**src/rtl/sum_stage_ctl_pkg.sv**
```systemverilog
// Shared types for the PE-array sum stage controller.
// Holds the job config layout, the per-beat SumStage/PostProc control words,
// the sequencer state encoding and the default field widths.
package sum_stage_ctl_pkg;

  localparam int PEROW = 8;   // PE rows, width of the row enable mask
  localparam int ACCWD = 8;   // accumulate-count field, holds n_acc-1
  localparam int OUTWD = 10;  // output-count field, holds n_out-1

  // Job config: both counts use a minus-one encoding so all-ones is the max size
  typedef struct packed {
    logic [ACCWD-1:0] acc_m1;
    logic [OUTWD-1:0] out_m1;
    logic [PEROW-1:0] row_en;
  } ss_cfg_t;

  // Partial-sum framing for the current beat
  typedef struct packed {
    logic first;
    logic last;
  } ss_ctl_t;

  // Output-valid marker and index of the output being accumulated
  typedef struct packed {
    logic             ovalid;
    logic [OUTWD-1:0] oidx;
  } pp_ctl_t;

  typedef enum logic {
    IDLE = 1'b0,
    RUN  = 1'b1
  } state_t;

endpackage

```
**src/rtl/sum_stage_ctl_if.sv**
```systemverilog
// Handshake bundle between MultStage, the sum stage sequencer and SumStage.
//   cfg_rdy/cfg_ack/cfg : job config offer and acceptance
//   us_rdy/us_ack       : upstream (MultStage) beat handshake
//   ds_rdy/ds_ack       : downstream (SumStage) beat handshake
//   ssctl/ppctl         : per-beat control words travelling with ds_rdy
// slave  = the sequencer, master = whoever drives the job and the beat stream.
interface sum_stage_ctl_if;
  import sum_stage_ctl_pkg::*;

  logic    cfg_rdy;
  logic    cfg_ack;
  ss_cfg_t cfg;
  logic    us_rdy;
  logic    us_ack;
  logic    ds_rdy;
  logic    ds_ack;
  ss_ctl_t ssctl;
  pp_ctl_t ppctl;

  modport slave (
    input  cfg_rdy, cfg, us_rdy, ds_ack,
    output cfg_ack, us_ack, ds_rdy, ssctl, ppctl
  );

  modport master (
    output cfg_rdy, cfg, us_rdy, ds_ack,
    input  cfg_ack, us_ack, ds_rdy, ssctl, ppctl
  );

endinterface

```
**src/rtl/sum_stage_ctl_nest_cnt.sv**
```systemverilog
// Two-level wrap counter: an inner accumulate count that wraps at acc_m1 and
// an outer output count that steps on each inner wrap. Meant to be shared by
// other PE stage controllers that walk an n_acc x n_out iteration space.
//   clk, rst           : clock, synchronous active-high reset
//   clear              : zero both counters (start of a job)
//   inc                : advance by one beat
//   acc_m1, out_m1     : inner/outer terminal values (minus-one encoded)
//   acc_cnt, out_cnt   : current position
//   acc_last, all_last : inner at terminal / both at terminal
module sum_stage_ctl_nest_cnt #(
  parameter int AW = 8,
  parameter int OW = 10
) (
  input  logic          clk,
  input  logic          rst,
  input  logic          clear,
  input  logic          inc,
  input  logic [AW-1:0] acc_m1,
  input  logic [OW-1:0] out_m1,
  output logic [AW-1:0] acc_cnt,
  output logic [OW-1:0] out_cnt,
  output logic          acc_last,
  output logic          all_last
);

  assign acc_last = (acc_cnt == acc_m1);
  assign all_last = acc_last && (out_cnt == out_m1);

  // Finishing the whole space returns both counters to zero, so the outer
  // count never steps past out_m1 and the next job starts from a clean state.
  always_ff @(posedge clk) begin
    if (rst) begin
      acc_cnt <= '0;
      out_cnt <= '0;
    end else if (clear) begin
      acc_cnt <= '0;
      out_cnt <= '0;
    end else if (inc) begin
      if (all_last) begin
        acc_cnt <= '0;
        out_cnt <= '0;
      end else if (acc_last) begin
        acc_cnt <= '0;
        out_cnt <= out_cnt + 1'b1;
      end else begin
        acc_cnt <= acc_cnt + 1'b1;
      end
    end
  end

endmodule

```
**src/rtl/sum_stage_ctl.sv**
```systemverilog
// Sequencer for the PE-array sum stage. Takes a job config, then gates the
// MultStage->SumStage rdy/ack handshake and frames each beat so SumStage sums
// n_acc partial sums per output for n_out outputs.
//   i_clk, i_rst : clock, synchronous active-high reset
//   i_abort      : drop the running job (ignored while idle)
//   bus          : config, upstream and downstream handshakes, ssctl/ppctl
//   o_row_en     : row enable mask latched with the config
//   o_busy       : a job is running
//   o_done       : one-cycle pulse after the final beat of a job transfers
module sum_stage_ctl
  import sum_stage_ctl_pkg::*;
(
  input  logic                  i_clk,
  input  logic                  i_rst,
  input  logic                  i_abort,
  sum_stage_ctl_if.slave        bus,
  output logic [PEROW-1:0]      o_row_en,
  output logic                  o_busy,
  output logic                  o_done
);

  state_t           state;
  state_t           state_nxt;
  ss_cfg_t          cfg_q;
  logic             cfg_take;
  logic             xfer;
  logic [ACCWD-1:0] acc_cnt;
  logic [OUTWD-1:0] out_cnt;
  logic             acc_last;
  logic             job_last;

  sum_stage_ctl_nest_cnt #(
    .AW (ACCWD),
    .OW (OUTWD)
  ) u_cnt (
    .clk      (i_clk),
    .rst      (i_rst),
    .clear    (cfg_take),
    .inc      (xfer),
    .acc_m1   (cfg_q.acc_m1),
    .out_m1   (cfg_q.out_m1),
    .acc_cnt  (acc_cnt),
    .out_cnt  (out_cnt),
    .acc_last (acc_last),
    .all_last (job_last)
  );

  always_ff @(posedge i_clk) begin
    if (i_rst) begin
      state <= IDLE;
    end else begin
      state <= state_nxt;
    end
  end

  always_ff @(posedge i_clk) begin
    if (i_rst) begin
      cfg_q <= '0;
    end else if (cfg_take) begin
      cfg_q <= bus.cfg;
    end
  end

  // xfer is already suppressed on an abort cycle, so an aborted job never
  // raises done.
  always_ff @(posedge i_clk) begin
    if (i_rst) begin
      o_done <= 1'b0;
    end else begin
      o_done <= xfer && job_last;
    end
  end

  // Abort wins over a beat offered in the same cycle: both handshake outputs
  // are held low so neither side believes the beat moved.
  always_comb begin
    state_nxt   = state;
    bus.cfg_ack = 1'b0;
    bus.ds_rdy  = 1'b0;
    bus.us_ack  = 1'b0;
    cfg_take    = 1'b0;
    xfer        = 1'b0;
    case (state)
      IDLE: begin
        bus.cfg_ack = 1'b1;
        if (bus.cfg_rdy) begin
          cfg_take  = 1'b1;
          state_nxt = RUN;
        end
      end
      RUN: begin
        if (i_abort) begin
          state_nxt = IDLE;
        end else begin
          bus.ds_rdy = bus.us_rdy;
          bus.us_ack = bus.ds_ack;
          xfer       = bus.us_rdy && bus.ds_ack;
          if (xfer && job_last) begin
            state_nxt = IDLE;
          end
        end
      end
      default: state_nxt = IDLE;
    endcase
  end

  // Framing flags are held low while idle so the stage outputs rest at zero.
  always_comb begin
    bus.ssctl.first  = (state == RUN) && (acc_cnt == '0);
    bus.ssctl.last   = (state == RUN) && acc_last;
    bus.ppctl.ovalid = acc_last && bus.ds_rdy;
    bus.ppctl.oidx   = out_cnt;
  end

  assign o_busy   = (state != IDLE);
  assign o_row_en = cfg_q.row_en;

endmodule

```
**src/flat_wrapper.sv**
```systemverilog
// flat-port wrapper written by rule: the top's interface ports become plain ports
module sum_stage_ctl_flat import sum_stage_ctl_pkg::*;
  (i_clk, i_rst, i_abort, o_row_en, o_busy, o_done, bus_cfg_rdy, bus_cfg, bus_us_rdy, bus_ds_ack, bus_cfg_ack, bus_us_ack, bus_ds_rdy, bus_ssctl, bus_ppctl);
  sum_stage_ctl_if bus_i ();
  input  logic i_clk;
  input  logic i_rst;
  input  logic i_abort;
  output logic [PEROW-1:0] o_row_en;
  output logic o_busy;
  output logic o_done;
  input wire logic [$bits(bus_i.cfg_rdy)-1:0] bus_cfg_rdy;
  input wire logic [$bits(bus_i.cfg)-1:0] bus_cfg;
  input wire logic [$bits(bus_i.us_rdy)-1:0] bus_us_rdy;
  input wire logic [$bits(bus_i.ds_ack)-1:0] bus_ds_ack;
  output wire logic [$bits(bus_i.cfg_ack)-1:0] bus_cfg_ack;
  output wire logic [$bits(bus_i.us_ack)-1:0] bus_us_ack;
  output wire logic [$bits(bus_i.ds_rdy)-1:0] bus_ds_rdy;
  output wire logic [$bits(bus_i.ssctl)-1:0] bus_ssctl;
  output wire logic [$bits(bus_i.ppctl)-1:0] bus_ppctl;
  assign bus_i.cfg_rdy = bus_cfg_rdy;
  assign bus_i.cfg = bus_cfg;
  assign bus_i.us_rdy = bus_us_rdy;
  assign bus_i.ds_ack = bus_ds_ack;
  assign bus_cfg_ack = bus_i.cfg_ack;
  assign bus_us_ack = bus_i.us_ack;
  assign bus_ds_rdy = bus_i.ds_rdy;
  assign bus_ssctl = bus_i.ssctl;
  assign bus_ppctl = bus_i.ppctl;
  sum_stage_ctl u_core (.i_clk(i_clk), .i_rst(i_rst), .i_abort(i_abort), .bus(bus_i), .o_row_en(o_row_en), .o_busy(o_busy), .o_done(o_done));
endmodule
```
**config.mk**
```make
export PLATFORM = sky130hd
export DESIGN_NAME = sum_stage_ctl_flat
export DESIGN_NICKNAME = d
export VERILOG_FILES = /design/src/rtl/sum_stage_ctl_pkg.sv /design/src/rtl/sum_stage_ctl_if.sv /design/src/rtl/sum_stage_ctl_nest_cnt.sv /design/src/rtl/sum_stage_ctl.sv /design/src/flat_wrapper.sv
export SDC_FILE = /design/constraint.sdc
export NUM_CORES = 1
export LEC_CHECK = 0
export CORE_MARGIN = 3
export CORE_UTILIZATION = 50
export DETAILED_ROUTE_END_ITERATION = 8
export DONT_BUFFER_PORTS = 1
export SLEW_MARGIN = 0
export SYNTH_ARGS = -nofsm -noshare
export SYNTH_HDL_FRONTEND = slang
export SYNTH_SLANG_ARGS = --single-unit
```
**constraint.sdc**
```tcl
create_clock -name i_clk -period 2.4 [get_ports i_clk]
set_input_delay 0.48 -clock i_clk [delete_from_list [all_inputs] [get_ports i_clk]]
set_output_delay 0.48 -clock i_clk [all_outputs]
set_load 0.01 [all_outputs]
```
==> results.md, run 1 <==
* Status: finished, final reports clean
* Pwr dens at 637.2 nW/um^2
* TritonCTS buffer count at 5
* Final worst path period share at 85.01%
* Hold Crit Class: input pin to flip-flop
* Syn_nets at 294
* Depth of the CTS H-tree at 2
* Largest net degree at the start of global routing at 32
* Post-layout util at 55.81%
* Syn Area/Cell at 8.275 um^2
* Synth Warn # at 0
* Worst Path Required at 1.92 ns
* Die ar. at 5108 um^2
* First-pass GRT wire length at 7.458 mm
* Non-filler cells, final at 308
* Post-Route WL at 4.562 mm
* Clock network power share at 33.5%
* Final hold slack at 0.2487 ns
* Synthesized flop and latch total at 46
* Reg2Reg Capture Point: u_core.u_cnt.out_cnt[8]
* WL/cell at 14.81 um
* CTS tree: done
* FF-to-FF Start: u_core.u_cnt.out_cnt[0]
* Via count at 1686
* Startpoint types: flip-flop
* Endpoints failing setup at 0
* CTS Sinks at 46
* Area Growth Syn to Fin at 5.662%
* Synthesized cell area at 2143 um^2
* Internal at 1.077 mW
* Cts repair resizes at 0
* Worst skew pair latency at 0.30 ns
* Fraction of layout cells with a size suffix above 1 at 8.527%
* Max Buffers Root-to-Sink at 2
* Slew headroom at 68.24%
* Max Clock Skew at 0.009311 ns
* Switching Fraction at 25.37%
* Std cell rows at 23
* CP peak stage delay at 0.45 ns
* Clk slew on worst S/H paths at 0.08 ns
* Register share of total power at 56.6%
* Mapped Cells at 259
* Post-CTS Hold Buffers at 0
* Critical path cell sequence: xor2_1, nor4_4, nand2_1, nor2_1
* Core area at 4058 um^2
* Chip Height at 71.47 um
* RSZ-0062 raised after global routing: false
* Final TNS setup at 0 ns
* Worst Setup End Kind: primary output
* Delay-heaviest family, CP: simple AND/OR/NAND/NOR gates
* Peak VDD IR at 0.0003380 V
* Vias/cell at 5.474
* Post-route DRC at 0
* Worst-Margin Slew at 0.4746 ns
* Total GRT Usage at 18.60%
* DP Cell Count at 300
* Total grt overflow at 0
* DRT Pass-1 Iters at 4
* Post-synthesis cell type count at 31
* Final Hold Viols at 0
* Fmax at 490.1 MHz
* First DRT Iteration DRCs at 149
* Worst-path fanout max at 6
* IO buf count at 0
* Final Max Slew Viols at 0
* Critical path's slowest cell: dfxtp_1
* Die extent in x at 71.47 um
* Ant diodes at 0
* Setup Buffers After CTS at 0
* Hold_sp: i_rst
* Switching Power at 0.3662 mW
* Time the worst path needs with I/O delays and setup at 2.040 ns
* Worst Hold Depth at 1
* R2r setup slk at 0.58 ns
* Antenna viol nets, final at 0
* Worst Hold End: u_core.cfg_q[12]
* Worst Reg2Reg Path Length in Cells at 5
* Final net count at 292
* Initial Util at 52.82%
* Max Cap Viol at 0
* Leak Pwr at 0.9235 nW
* Vias in the first global route at 1518
* Combinational share of power at 10.0%
* Final Wtd Congestion at 0.8047
* Register area share after synthesis at 42.97%
* Worst Path Arrival at 1.56 ns
* IO Pins at 58
* Final HPWL from detailed placement at 3.321 mm
* Worst Path Buf+Inv at 0
* Antenna violations before repair at 0
* CTS Root Buffer Type: clkbuf_8
* Setup CP Type: flip-flop to primary output
[flip-flops by register name, summed over array words and instances (netlist names)]
register	cells
u_core.u_cnt.out_cnt	10
u_core.o_done	1
u_core.u_cnt.acc_cnt	8
u_core.o_row_en	8
u_core.o_busy	1
u_core.cfg_q	18
[Yosys cell counts]
cell      number  share of area, %
buf_2          1              0.23
and3_1         3              0.88
a32oi_1        1              0.41
and4b_1        1              0.47
nand2b_4       1              0.64
xnor2_1        7               2.9
or4_1          1              0.35
xor2_1        25                10
nor2_1        23               4.0
nor4b_1        1              0.41
and2_1         1              0.29
nand3_4        1              0.82
o21ai_0        2              0.47
inv_1          6               1.1
nor3_1         3              0.70
ha_1           3               1.8
nand2_1       62                11
nor4_4         2               2.0
clkbuf_1       7               1.2
buf_4          8               2.8
o311ai_1       1              0.41
a21oi_1       28               6.5
buf_1          1              0.17
nand3_1        4              0.93
nor4_1         4               1.2
nor2b_1        1              0.29
nand4_1       11               3.2
o21ai_2        1              0.41
nand3b_1       2              0.70
dfxtp_1       46                43
o41ai_2        1              0.76
[metrics by stage]
step	total power [mW]	instance area, um^2	worst slack [ns]
after detailed placement	0.9799	2173	0.5612
after floorplan	0.9555	2143	0.5644
after CTS	1.459	2265	0.3471
after global placement	0.9785	2173	0.5774
final	1.443	2265	0.3597
after global routing	1.508	2265	0.2049
[cell families (layout without fill, tap and decap cells)]
group	count (synthesis)	after routing	synth area share, %
AOI/OAI and AO/OA	34	34	8.990
xor gates and xnor gates	32	32	13.08
adders and majority gates	3	3	1.752
buffers and inverters	23	22	5.487
DFF	46	46	42.97
and+or+nand+nor	121	121	27.73
[cell usage in the layout, fill, tap and decap left out, drive strengths merged, types with 2 or more instances in the layout]
cell type / synthesis / routed
nand4: 11 / 11
dfxtp: 46 / 46
nand3b: 2 / 2
a21oi: 28 / 28
o21ai: 3 / 3
buf: 10 / 8
nor3: 3 / 3
xnor2: 7 / 7
clkbuf: 7 / 7
nor2: 23 / 23
ha: 3 / 3
nor4: 6 / 6
and3: 3 / 3
nand2: 62 / 62
nand3: 5 / 5
xor2: 25 / 25
inv: 6 / 6
[layer usage]
layer  GRT usage, %  wire length (um)  up-vias
li1               -                 -      853
met1          26.36              2181      768
met2          24.90              1944       57
met3          8.275               374        8
met4          6.472                62        0
met5              0                 0        -
[worst max path at each step]
| stage | startpoint | to | cells after the start | slack, ns |
|---|---|---|---|---|
| finish | u_core.u_cnt.acc_cnt[0] | bus_ppctl[10] | 4 | 0.36 |
| detailed placement | u_core.u_cnt.out_cnt[0] | u_core.u_cnt.out_cnt[4] | 5 | 0.56 |
| global placement | u_core.o_busy | u_core.u_cnt.acc_cnt[7] | 5 | 0.58 |
| floorplan | u_core.u_cnt.acc_cnt[0] | bus_ppctl[10] | 4 | 0.56 |
| global route | u_core.u_cnt.acc_cnt[0] | bus_ppctl[10] | 4 | 0.20 |
| CTS | u_core.u_cnt.acc_cnt[2] | bus_ppctl[10] | 4 | 0.35 |
[area by class of cell]
cell class | count | area, um^2
clock inverter | 1 | 5.005
tap | 50 | 62.56
inverter | 6 | 22.52
clock buffer | 7 | 86.33
multi-input combinational | 190 | 1107
timing repair buffer | 8 | 60.06
fill | 398 | 1793
sequential | 46 | 920.9
[power groups by stage]
stage	registers, mW	logic [mW]	clock network [mW]
2_1_floorplan	0.824	0.132	0
3_3_place_gp	0.834	0.144	0
3_5_place_dp	0.835	0.145	0
4_1_cts	0.817	0.145	0.497
5_1_grt	0.820	0.162	0.526
6_report	0.816	0.144	0.483
(Power assumes the default switching activity.)
==> run 2, diff against run 1 <==
--- a/config.mk
+++ b/config.mk
@@ -9,6 +9,8 @@
 export CORE_UTILIZATION = 50
 export DETAILED_ROUTE_END_ITERATION = 8
 export DONT_BUFFER_PORTS = 1
+export PLACE_DENSITY = 0.67
+export REMOVE_ABC_BUFFERS = 1
 export SLEW_MARGIN = 0
 export SYNTH_ARGS = -nofsm -noshare
 export SYNTH_HDL_FRONTEND = slang
==> run 2 against run 1 <==
- first-iteration DRC count down 27%
- global-route usage down 0.74 points
- sequential power down 0.5%
- via count down 1.8%
- critical path depth down 1
- clock-buffer cell count down 1
- highest routed layer unchanged
==> results.md, run 2 (synthesis results as in run 1) <==
* Status: finished, final reports clean
* Cts repair resizes at 0
* Initial Util at 52.82%
* Max reg flops at 18
* Area Growth Syn to Fin at 4.728%
* First DRT Iteration DRCs at 109
* Core area at 4058 um^2
* Chip Height at 71.47 um
* CTS tree: done
* Endpoints failing setup at 0
* Post-route DRC at 0
* Peak VDD IR at 0.0003820 V
* First-pass GRT wire length at 7.245 mm
* Pwr dens at 633.4 nW/um^2
* RSZ-0062 raised after global routing: false
* Final TNS setup at 0 ns
* Total GRT Usage at 17.86%
* Antenna viol nets, final at 0
* Ant diodes at 0
* Max Cap Viol at 0
* Vias in the first global route at 1518
* Worst Setup End Kind: primary output
* Design Area, Final at 2245 um^2
* IO Pins at 58
* Fraction of layout cells with a size suffix above 1 at 7.813%
* Depth of the CTS H-tree at 2
* Via count at 1656
* Worst-Margin Slew at 0.4673 ns
* Die ar. at 5108 um^2
* WL/cell at 14.53 um
* IO buf count at 0
* Time the worst path needs with I/O delays and setup at 2.035 ns
* Std cell rows at 23
* Slew headroom at 68.73%
* Post-layout util at 55.32%
* Biggest register: u_core.cfg_q
* Commonest non-fill, non-tap cell in the layout: nand2_1
* Fill count at 401
* Total grt overflow at 0
* Final Hold Viols at 0
* DP Area at 2158 um^2
* Final HPWL from detailed placement at 3.126 mm
* Final net count at 290
* Leak Pwr at 0.9092 nW
* Worst Path Required at 1.92 ns
* Vias/cell at 5.412
* Post-CTS Hold Buffers at 0
* Die extent in x at 71.47 um
* Antenna violations before repair at 0
* Setup Buffers After CTS at 0
* DRT Pass-1 Iters at 4
* Biggest regs: u_core.cfg_q (18), u_core.u_cnt.out_cnt (10)
* Worst skew pair latency at 0.30 ns
* Final Wtd Congestion at 0.7756
* TritonCTS buffer count at 5
* CTS Root Buffer Type: clkbuf_8
* Final worst path period share at 84.77%
* Post-Route WL at 4.445 mm
* Max Clock Skew at 0.006129 ns
* Setup CP Type: flip-flop to primary output
* Largest net degree at the start of global routing at 32
* Commonest cells after routing, fill and taps aside: nand2_1, dfxtp_1, a21oi_1
* Startpoint types: flip-flop
* Worst-path fanout max at 5
* Worst Path Arrival at 1.55 ns
* Clk slew on worst S/H paths at 0.08 ns
* Max Buffers Root-to-Sink at 2
* Hold Crit Class: input pin to flip-flop
* Fmax at 491.5 MHz
* Final Max Slew Viols at 0
* CTS Sinks at 46
-- run 2: changes by cell type in the layout (fill, tap and decap cells not counted), sizes merged --
cell / change
clkbuf: -1
buf: -2
clkinv: +1
-- run 2: critical path, stage by stage, from the launching register on --
cell     delay, ns
dfxtp_1       0.36
or4_1         0.54
nor4_1        0.19
buf_4         0.17
-- run 2: layout make-up --
class | count | area [um^2] | share of cell area, %
multi-input combinational | 190 | 1107 | 49.33
sequential | 46 | 920.9 | 41.03
clock buffer | 6 | 72.57 | 3.233
tap | 50 | 62.56 | 2.787
timing repair buffer | 6 | 45.04 | 2.007
inverter | 6 | 22.52 | 1.003
clock inverter | 2 | 13.76 | 0.6132
-- run 2: power breakdown --
group	switching [mW]	leakage [nW]	internal (mW)
registers	0.0212	0.375	0.790
clock network	0.253	0.0452	0.205
logic	0.0962	0.489	0.0555
-- run 2: per-layer routing --
metal,vias to the layer above,global-route usage (%),wire [um],share of wire (%)
met1,751,24.87,2132,48
met4,0,7.098,78,1.8
met3,8,6.311,407,9.2
li1,843,-,-,-
met2,54,25.20,1827,41
met5,-,0,0,0
-- run 2: path summary, 6_finish.rpt --
| kind | startpoint | end | cells past startpoint | slack, ns |
|---|---|---|---|---|
| worst min-delay path | i_rst | u_core.o_row_en[1] | 1 | 0.23 |
| worst min register to register | u_core.cfg_q[14] | u_core.cfg_q[14] | 2 | 0.47 |
| worst max register to register | u_core.u_cnt.out_cnt[2] | u_core.u_cnt.out_cnt[9] | 5 | 0.55 |
| worst max-delay path | u_core.u_cnt.acc_cnt[5] | bus_ssctl[1] | 3 | 0.37 |
-- run 2: per-stage QoR --
stage	instances	hold WS [ns]	worst slack (ns)	power, mW
final	306	0.2341	0.3654	1.422
after floorplan	242	0.4418	0.1651	0.9358
after global routing	306	0.2150	0.2655	1.492
after detailed placement	298	0.4564	0.5487	0.9824
after global placement	298	0.4481	0.5980	0.9798
after CTS	306	0.2284	0.3387	1.441
